File: config.mk
export PLATFORM = sky130hd
export DESIGN_NAME = bin2bcd_seq_flat
export DESIGN_NICKNAME = d
export VERILOG_FILES = /design/src/rtl/bin2bcd_seq_if.sv /design/src/rtl/bin2bcd_seq.sv /design/src/flat_wrapper.sv
export SDC_FILE = /design/constraint.sdc
export NUM_CORES = 1
export LEC_CHECK = 0
export CORE_UTILIZATION = 30
export CTS_CLUSTER_DIAMETER = 200
export DETAILED_ROUTE_END_ITERATION = 8
export PLACE_DENSITY = 0.49
export SLEW_MARGIN = 20
export SYNTH_ARGS = -nofsm -noshare
export SYNTH_HDL_FRONTEND = slang
export SYNTH_SLANG_ARGS = --single-unit
File: constraint.sdc
create_clock -name clock_100Mhz -period 3.2 [get_ports clock_100Mhz]
set_clock_uncertainty 0.1 [all_clocks]
set_input_delay 0.64 -clock clock_100Mhz [delete_from_list [all_inputs] [get_ports clock_100Mhz]]
set_output_delay 0.64 -clock clock_100Mhz [all_outputs]
set_load 0.01 [all_outputs]
File: src/rtl/bin2bcd_seq_if.sv
// Handshake/data bundle between a binary producer and the bin2bcd_seq converter.
// The master drives start/bin_in; the slave (converter) returns status and the BCD word.
interface bin2bcd_seq_if #(
  parameter int BIN_W  = 14,
  parameter int DIGITS = 4
);
  logic                  start;
  logic [BIN_W-1:0]      bin_in;
  logic                  busy;
  logic                  done;
  logic [4*DIGITS-1:0]   bcd_out;
  logic                  ovf;
  logic [DIGITS-1:0]     blank_mask;

  modport master (
    output start, bin_in,
    input  busy, done, bcd_out, ovf, blank_mask
  );

  modport slave (
    input  start, bin_in,
    output busy, done, bcd_out, ovf, blank_mask
  );
endinterface

File: src/rtl/bin2bcd_seq.sv
// Sequential double-dabble binary-to-BCD converter with input saturation and overflow flag.
// Define BLANK_LZ_EN to produce leading-zero blank flags; otherwise blank_mask is tied low.
module bin2bcd_seq #(
  parameter int BIN_W   = 14,
  parameter int DIGITS  = 4,
  parameter int SAT_MAX = 9999
) (
  input  logic          clock_100Mhz,
  input  logic          reset,
  bin2bcd_seq_if.slave  bus
);
  localparam int SCR_W = 4 * DIGITS;
  localparam int CNT_W = $clog2(BIN_W + 1);
  localparam logic [BIN_W-1:0] SAT_VAL = BIN_W'(SAT_MAX);

  typedef enum logic [1:0] {IDLE, SHIFT, DONE} state_t;

  state_t                  state_reg;
  logic [BIN_W-1:0]        operand_reg;
  logic [SCR_W-1:0]        scratch_reg;
  logic [CNT_W-1:0]        cnt_reg;
  logic                    ovf_pending_reg;
  logic                    busy_reg;
  logic                    done_reg;
  logic [SCR_W-1:0]        bcd_reg;
  logic                    ovf_reg;
  logic [SCR_W-1:0]        adj_next;
  logic [SCR_W+BIN_W-1:0]  shift_next;

  // Add-3 correction on every nibble before it is doubled by the shift.
  genvar gi;
  generate
    for (gi = 0; gi < DIGITS; gi++) begin : g_adj
      assign adj_next[4*gi +: 4] = (scratch_reg[4*gi +: 4] >= 4'd5) ?
                                   scratch_reg[4*gi +: 4] + 4'd3 :
                                   scratch_reg[4*gi +: 4];
    end
  endgenerate

  assign shift_next = {adj_next, operand_reg} << 1;

`ifdef BLANK_LZ_EN
  logic [DIGITS:0]   lz_chain;
  logic [DIGITS-1:0] blank_reg;

  // lz_chain[i] is high when digit i and all digits above it are zero; units never blank.
  assign lz_chain[DIGITS] = 1'b1;
  assign lz_chain[0]      = 1'b0;
  generate
    for (gi = 1; gi < DIGITS; gi++) begin : g_lz
      assign lz_chain[gi] = lz_chain[gi+1] & (scratch_reg[4*gi +: 4] == 4'd0);
    end
  endgenerate

  assign bus.blank_mask = blank_reg;
`else
  assign bus.blank_mask = '0;
`endif

  always_ff @(posedge clock_100Mhz) begin
    if (reset) begin
      state_reg       <= IDLE;
      operand_reg     <= '0;
      scratch_reg     <= '0;
      cnt_reg         <= '0;
      ovf_pending_reg <= 1'b0;
      busy_reg        <= 1'b0;
      done_reg        <= 1'b0;
      bcd_reg         <= '0;
      ovf_reg         <= 1'b0;
`ifdef BLANK_LZ_EN
      blank_reg       <= '0;
`endif
    end else begin
      done_reg <= 1'b0;
      case (state_reg)
        IDLE: begin
          if (bus.start) begin
            operand_reg     <= (bus.bin_in > SAT_VAL) ? SAT_VAL : bus.bin_in;
            ovf_pending_reg <= (bus.bin_in > SAT_VAL);
            scratch_reg     <= '0;
            cnt_reg         <= '0;
            busy_reg        <= 1'b1;
            state_reg       <= SHIFT;
          end
        end
        SHIFT: begin
          {scratch_reg, operand_reg} <= shift_next;
          cnt_reg <= cnt_reg + 1'b1;
          if (cnt_reg == CNT_W'(BIN_W - 1))
            state_reg <= DONE;
        end
        DONE: begin
          bcd_reg   <= scratch_reg;
          ovf_reg   <= ovf_pending_reg;
`ifdef BLANK_LZ_EN
          blank_reg <= lz_chain[DIGITS-1:0];
`endif
          done_reg  <= 1'b1;
          busy_reg  <= 1'b0;
          state_reg <= IDLE;
        end
        default: state_reg <= IDLE;
      endcase
    end
  end

  assign bus.busy    = busy_reg;
  assign bus.done    = done_reg;
  assign bus.bcd_out = bcd_reg;
  assign bus.ovf     = ovf_reg;
endmodule

File: src/flat_wrapper.sv
// flat-port wrapper written by rule: the top's interface ports become plain ports
module bin2bcd_seq_flat 
#(
  parameter int BIN_W   = 14,
  parameter int DIGITS  = 4,
  parameter int SAT_MAX = 9999
)
  (clock_100Mhz, reset, bus_start, bus_bin_in, bus_busy, bus_done, bus_bcd_out, bus_ovf, bus_blank_mask);
  bin2bcd_seq_if #(.BIN_W(BIN_W), .DIGITS(DIGITS)) bus_i ();
  input  logic clock_100Mhz;
  input  logic reset;
  input wire logic [$bits(bus_i.start)-1:0] bus_start;
  input wire logic [$bits(bus_i.bin_in)-1:0] bus_bin_in;
  output wire logic [$bits(bus_i.busy)-1:0] bus_busy;
  output wire logic [$bits(bus_i.done)-1:0] bus_done;
  output wire logic [$bits(bus_i.bcd_out)-1:0] bus_bcd_out;
  output wire logic [$bits(bus_i.ovf)-1:0] bus_ovf;
  output wire logic [$bits(bus_i.blank_mask)-1:0] bus_blank_mask;
  assign bus_i.start = bus_start;
  assign bus_i.bin_in = bus_bin_in;
  assign bus_busy = bus_i.busy;
  assign bus_done = bus_i.done;
  assign bus_bcd_out = bus_i.bcd_out;
  assign bus_ovf = bus_i.ovf;
  assign bus_blank_mask = bus_i.blank_mask;
  bin2bcd_seq #(.BIN_W(BIN_W), .DIGITS(DIGITS), .SAT_MAX(SAT_MAX)) u_core (.clock_100Mhz(clock_100Mhz), .reset(reset), .bus(bus_i));
endmodule
==> results.rst <==
.. list-table::
   :header-rows: 1

   * - Metric
     - Value
   * - Critical path endpoint
     - u_core.operand_reg[2]$_SDFFE_PP0P_
   * - Warnings from Yosys
     - 0
   * - Worst r2r src
     - u_core.state_reg[0]$_SDFFE_PP0P_
   * - Routability-driven placement congestion ratio
     - about 0.79
   * - Buffer count from post-CTS setup fixing
     - 0
   * - Clock Tree Root
     - sky130_fd_sc_hd__clkbuf_8
   * - Slowest stage cell on the critical path
     - sky130_fd_sc_hd__clkdlybuf4s50_1
   * - Yosys reg bits
     - 56
   * - Post-layout worst setup margin
     - between 0.9 and 1 ns
   * - Clock share of power
     - about two fifths
   * - Full die area
     - between 8000 and 9000 sq um
   * - Later-pin clock latency in the skew report
     - 0.31 ns
   * - Post-CTS sizing
     - 0
   * - Detail Route Antenna Nets
     - 0
   * - Largest area contributor in the netlist
     - sky130_fd_sc_hd__dfxtp_1
   * - Number of port buffers
     - 35
   * - Sequential share of power
     - a little over 50%
   * - Arrival time at the worst endpoint
     - approximately 2.3 ns
   * - Delay of the slowest critical-path stage
     - ~0.58 ns
   * - Share of layout cells above drive strength 1
     - around 8.0%
   * - Gate count after technology mapping
     - about 250
   * - Area of the core region
     - a little under 8000 sq um
   * - Maximum clock frequency
     - about 0.45 GHz
   * - Crit Reg-Reg Endpoint
     - u_core.scratch_reg[1]$_SDFFE_PP0P_
   * - Netlist area before placement
     - roughly 2400 sq um
   * - Number of antenna violations at the first check in global routing
     - 0
   * - Cell types with the largest area share after synthesis
     - sky130_fd_sc_hd__dfxtp_1 47%, sky130_fd_sc_hd__a22o_1 9.8%, sky130_fd_sc_hd__ha_1 5.2%
   * - Number of primary I/O pins
     - 40
   * - Setup TNS after final layout
     - 0 ns
   * - Iteration-0 DRC Markers
     - 99
   * - Post-CTS Hold Buffers
     - 0
   * - Total grt overflow
     - 0
   * - Number of slew-limit violations in the final report
     - 0
   * - Combinational Power Share
     - a little under 9%
   * - Cell-internal power
     - ~1.1 mW
   * - Highest ir drop seen on vdd
     - about 0.18 mV
   * - Yosys cell types
     - 40
   * - Design Power
     - around 1.4 mW
   * - Die Ht
     - ~91 microns
   * - Multi-input combinational cell area
     - around 1200 sq um
   * - Period utilisation layout
     - 69.01%
   * - Class of the tightest hold or removal check
     - reg -> reg
   * - Setup violations, final
     - 0
   * - Maximum level of the CTS H-tree
     - 2
   * - Initial core utilization
     - slightly above 30%
   * - Critical Path Source
     - bus_start
   * - Area taken by flip-flops and latches
     - 1121 sq um
   * - Net Switching
     - ~330 uW
   * - Fin crit period
     - roughly 2.2 ns
   * - P per Cell Area
     - roughly 480 nW/um^2
   * - Number of endpoints with negative hold slack in the final report
     - 0
   * - Share of Yosys cell area claimed by the top area cell type
     - 46.67%
   * - Wire length of the first global-routing pass
     - just under 9 mm
   * - Number of CTS-inserted buffers
     - 5
   * - Half-perimeter wire length after placement
     - between 3 and 4 mm
   * - First drt pass iteration count
     - 4
   * - Kind of capture point of the worst setup path
     - flop
   * - Static leakage
     - around 1.1 nW
   * - Residual DRC
     - 0
   * - Average wire length per cell after detail routing
     - approximately 14 microns
   * - CP Class
     - in -> reg
   * - Setup slack on the worst flop-to-flop path
     - 1.12 ns
   * - Worst hold start
     - u_core.operand_reg[13]$_SDFFE_PP0P_
   * - Sequential area share after synthesis
     - 46.67%
   * - RSZ-0062 raised after global routing
     - false
   * - Pin count of the biggest net entering global routing
     - 32
   * - Buf+Inv Stages, Crit Path
     - 1
   * - Die span in x
     - just over 90 microns
   * - Num Clock Sinks
     - 56
   * - Maximum buffer depth of the clock tree
     - 2
   * - Crit path max fanout
     - 6
   * - TritonCTS clock tree
     - done
   * - Levels on crit path
     - 5
   * - Total wire length after detailed routing
     - about 5.4 mm
   * - Total routing usage reported by global routing
     - between 10 and 15%
   * - Required time worst endpoint
     - approximately 3.3 ns
   * - Avg Inst Size Synth
     - ~9.5 sq um
   * - Critical path, cell by cell
     - clkdlybuf4s50_1, nor3b_4, and2_1, o21ai_1, o221a_2
   * - Worst slew pin tran
     - about 0.80 ns
   * - Max-slew headroom
     - between 40% and 50%
   * - Number of nets in the layout
     - 314
   * - Crit path launch type
     - input pin
   * - Max-cap violations
     - 0
   * - Switching Fraction
     - about 23%
   * - R2R depth
     - 3
   * - Clock-pin slew reported for the worst setup and hold paths after clock tree synthesis
     - about 0.10 ns
   * - Cell class contributing the biggest share of worst-path delay
     - simple AND/OR/NAND/NOR gates
   * - Via/cell ratio
     - 4.854
   * - Worst setup timing slack at the placement stage
     - ~0.7 ns
   * - Number of standard-cell rows in the floorplan
     - 32
   * - Via count
     - between 1500 and 2000
   * - Result of the run
     - complete, no violations
   * - Fill cell count
     - slightly below 800
   * - Number of global-route vias before repair
     - between 1500 and 2000
   * - Area overhead of the layout relative to synthesis
     - 23.49%
   * - Number of diodes
     - 0
[final cells by class]
type                    instances  area share, %
clock inverters                 3          2.320
inverters                      11          1.392
well taps                     102          4.302
multi-input cells             174          39.06
flip-flops and latches         56          37.79
clock buffers                   5          2.320
repair buffers                 39          12.82
[power by group through the flow]
| stage | logic [mW] | registers (mW) | clock network, mW |
|---|---|---|---|
| floorplan | 0.0854 | 0.742 | 0 |
| global placement | 0.126 | 0.748 | 0 |
| detailed placement | 0.127 | 0.748 | 0 |
| CTS | 0.127 | 0.732 | 0.579 |
| global route | 0.141 | 0.736 | 0.592 |
| finish | 0.125 | 0.732 | 0.554 |
[per-layer routing]
metal	part of all wire [%]	global-route usage [%]	up-vias
met2	46	21.43	40
met1	50	18.94	884
li1	-	-	965
met4	0.86	3.175	0
met3	3.8	2.596	4
met5	0	0	-
[how the worst min path moves through the flow]
stage                                               end  slack (ns)  depth (start not counted)
CTS                 u_core.operand_reg[13]$_SDFFE_PP0P_        0.36                          2
global route        u_core.operand_reg[13]$_SDFFE_PP0P_        0.37                          2
finish              u_core.operand_reg[13]$_SDFFE_PP0P_        0.36                          2
detailed placement  u_core.operand_reg[13]$_SDFFE_PP0P_        0.35                          2
global placement    u_core.operand_reg[13]$_SDFFE_PP0P_        0.35                          2
floorplan            u_core.scratch_reg[0]$_SDFFE_PP0P_        0.33                          2
[logic make-up after synthesis]
logic type	Yosys count	synth area share (%)
adder cells (fa/ha/maj)	10	5.208
AO/OA/AOI/OAI	73	21.41
XOR/XNOR	6	2.187
flip-flops	56	46.67
multiplexers	5	2.135
other	1	0.1561
buffers and inverters	26	5.573
AND/OR/NAND/NOR	76	16.67
[placed cells by master, fill, tap and decap left out, types with 3 or more instances in the layout]
cell type,n
sky130_fd_sc_hd__xnor2_1,4
sky130_fd_sc_hd__ha_1,10
sky130_fd_sc_hd__o21ai_0,11
sky130_fd_sc_hd__nand2_1,6
sky130_fd_sc_hd__nor2_1,29
sky130_fd_sc_hd__o221a_2,3
sky130_fd_sc_hd__nand3_1,10
sky130_fd_sc_hd__nor4_1,4
sky130_fd_sc_hd__a22oi_1,7
sky130_fd_sc_hd__a22o_1,27
sky130_fd_sc_hd__mux2i_1,4
sky130_fd_sc_hd__clkdlybuf4s50_1,35
sky130_fd_sc_hd__a21oi_1,20
sky130_fd_sc_hd__inv_1,11
sky130_fd_sc_hd__conb_1,4
sky130_fd_sc_hd__clkbuf_8,5
sky130_fd_sc_hd__nor3_1,7
sky130_fd_sc_hd__nand2b_1,5
sky130_fd_sc_hd__dfxtp_1,56
sky130_fd_sc_hd__buf_4,4
[worst min-delay path: stages, from the launching register on]
cell and delay (ns):
sky130_fd_sc_hd__dfxtp_1 0.32, sky130_fd_sc_hd__nand2_1 0.05, sky130_fd_sc_hd__a21oi_1 0.05
[synth_stat cells, drive strengths merged]
library cell and n:
dfxtp 56, nor2 31, a22o 27, a21oi 21, buf 12, o21ai 12
inv 11, ha 10, nand3 10, nor3 8, a22oi 7, nand2 7
nand2b 5, mux2i 4, nor4 4, xnor2 4, clkbuf 3, o221a 3
and2 2, nand3b 2, nand4 2, nor2b 2, xor2 2, a31oi 1
a32oi 1, conb 1, mux2 1, nor3b 1, o21a 1, or3b 1
or4b 1
[through the flow]
stage	instances	util [%]	hold slack, ns	instance area (sq um)
4_1_cts	390	38.39	0.3623	2967
3_5_place_dp	382	36.61	0.3479	2829
6_report	390	38.39	0.3615	2967
2_1_floorplan	256	-	0.3322	2414
3_3_place_gp	382	36.61	0.3450	2829
5_1_grt	390	38.39	0.3744	2967
(Power assumes the default switching activity.)
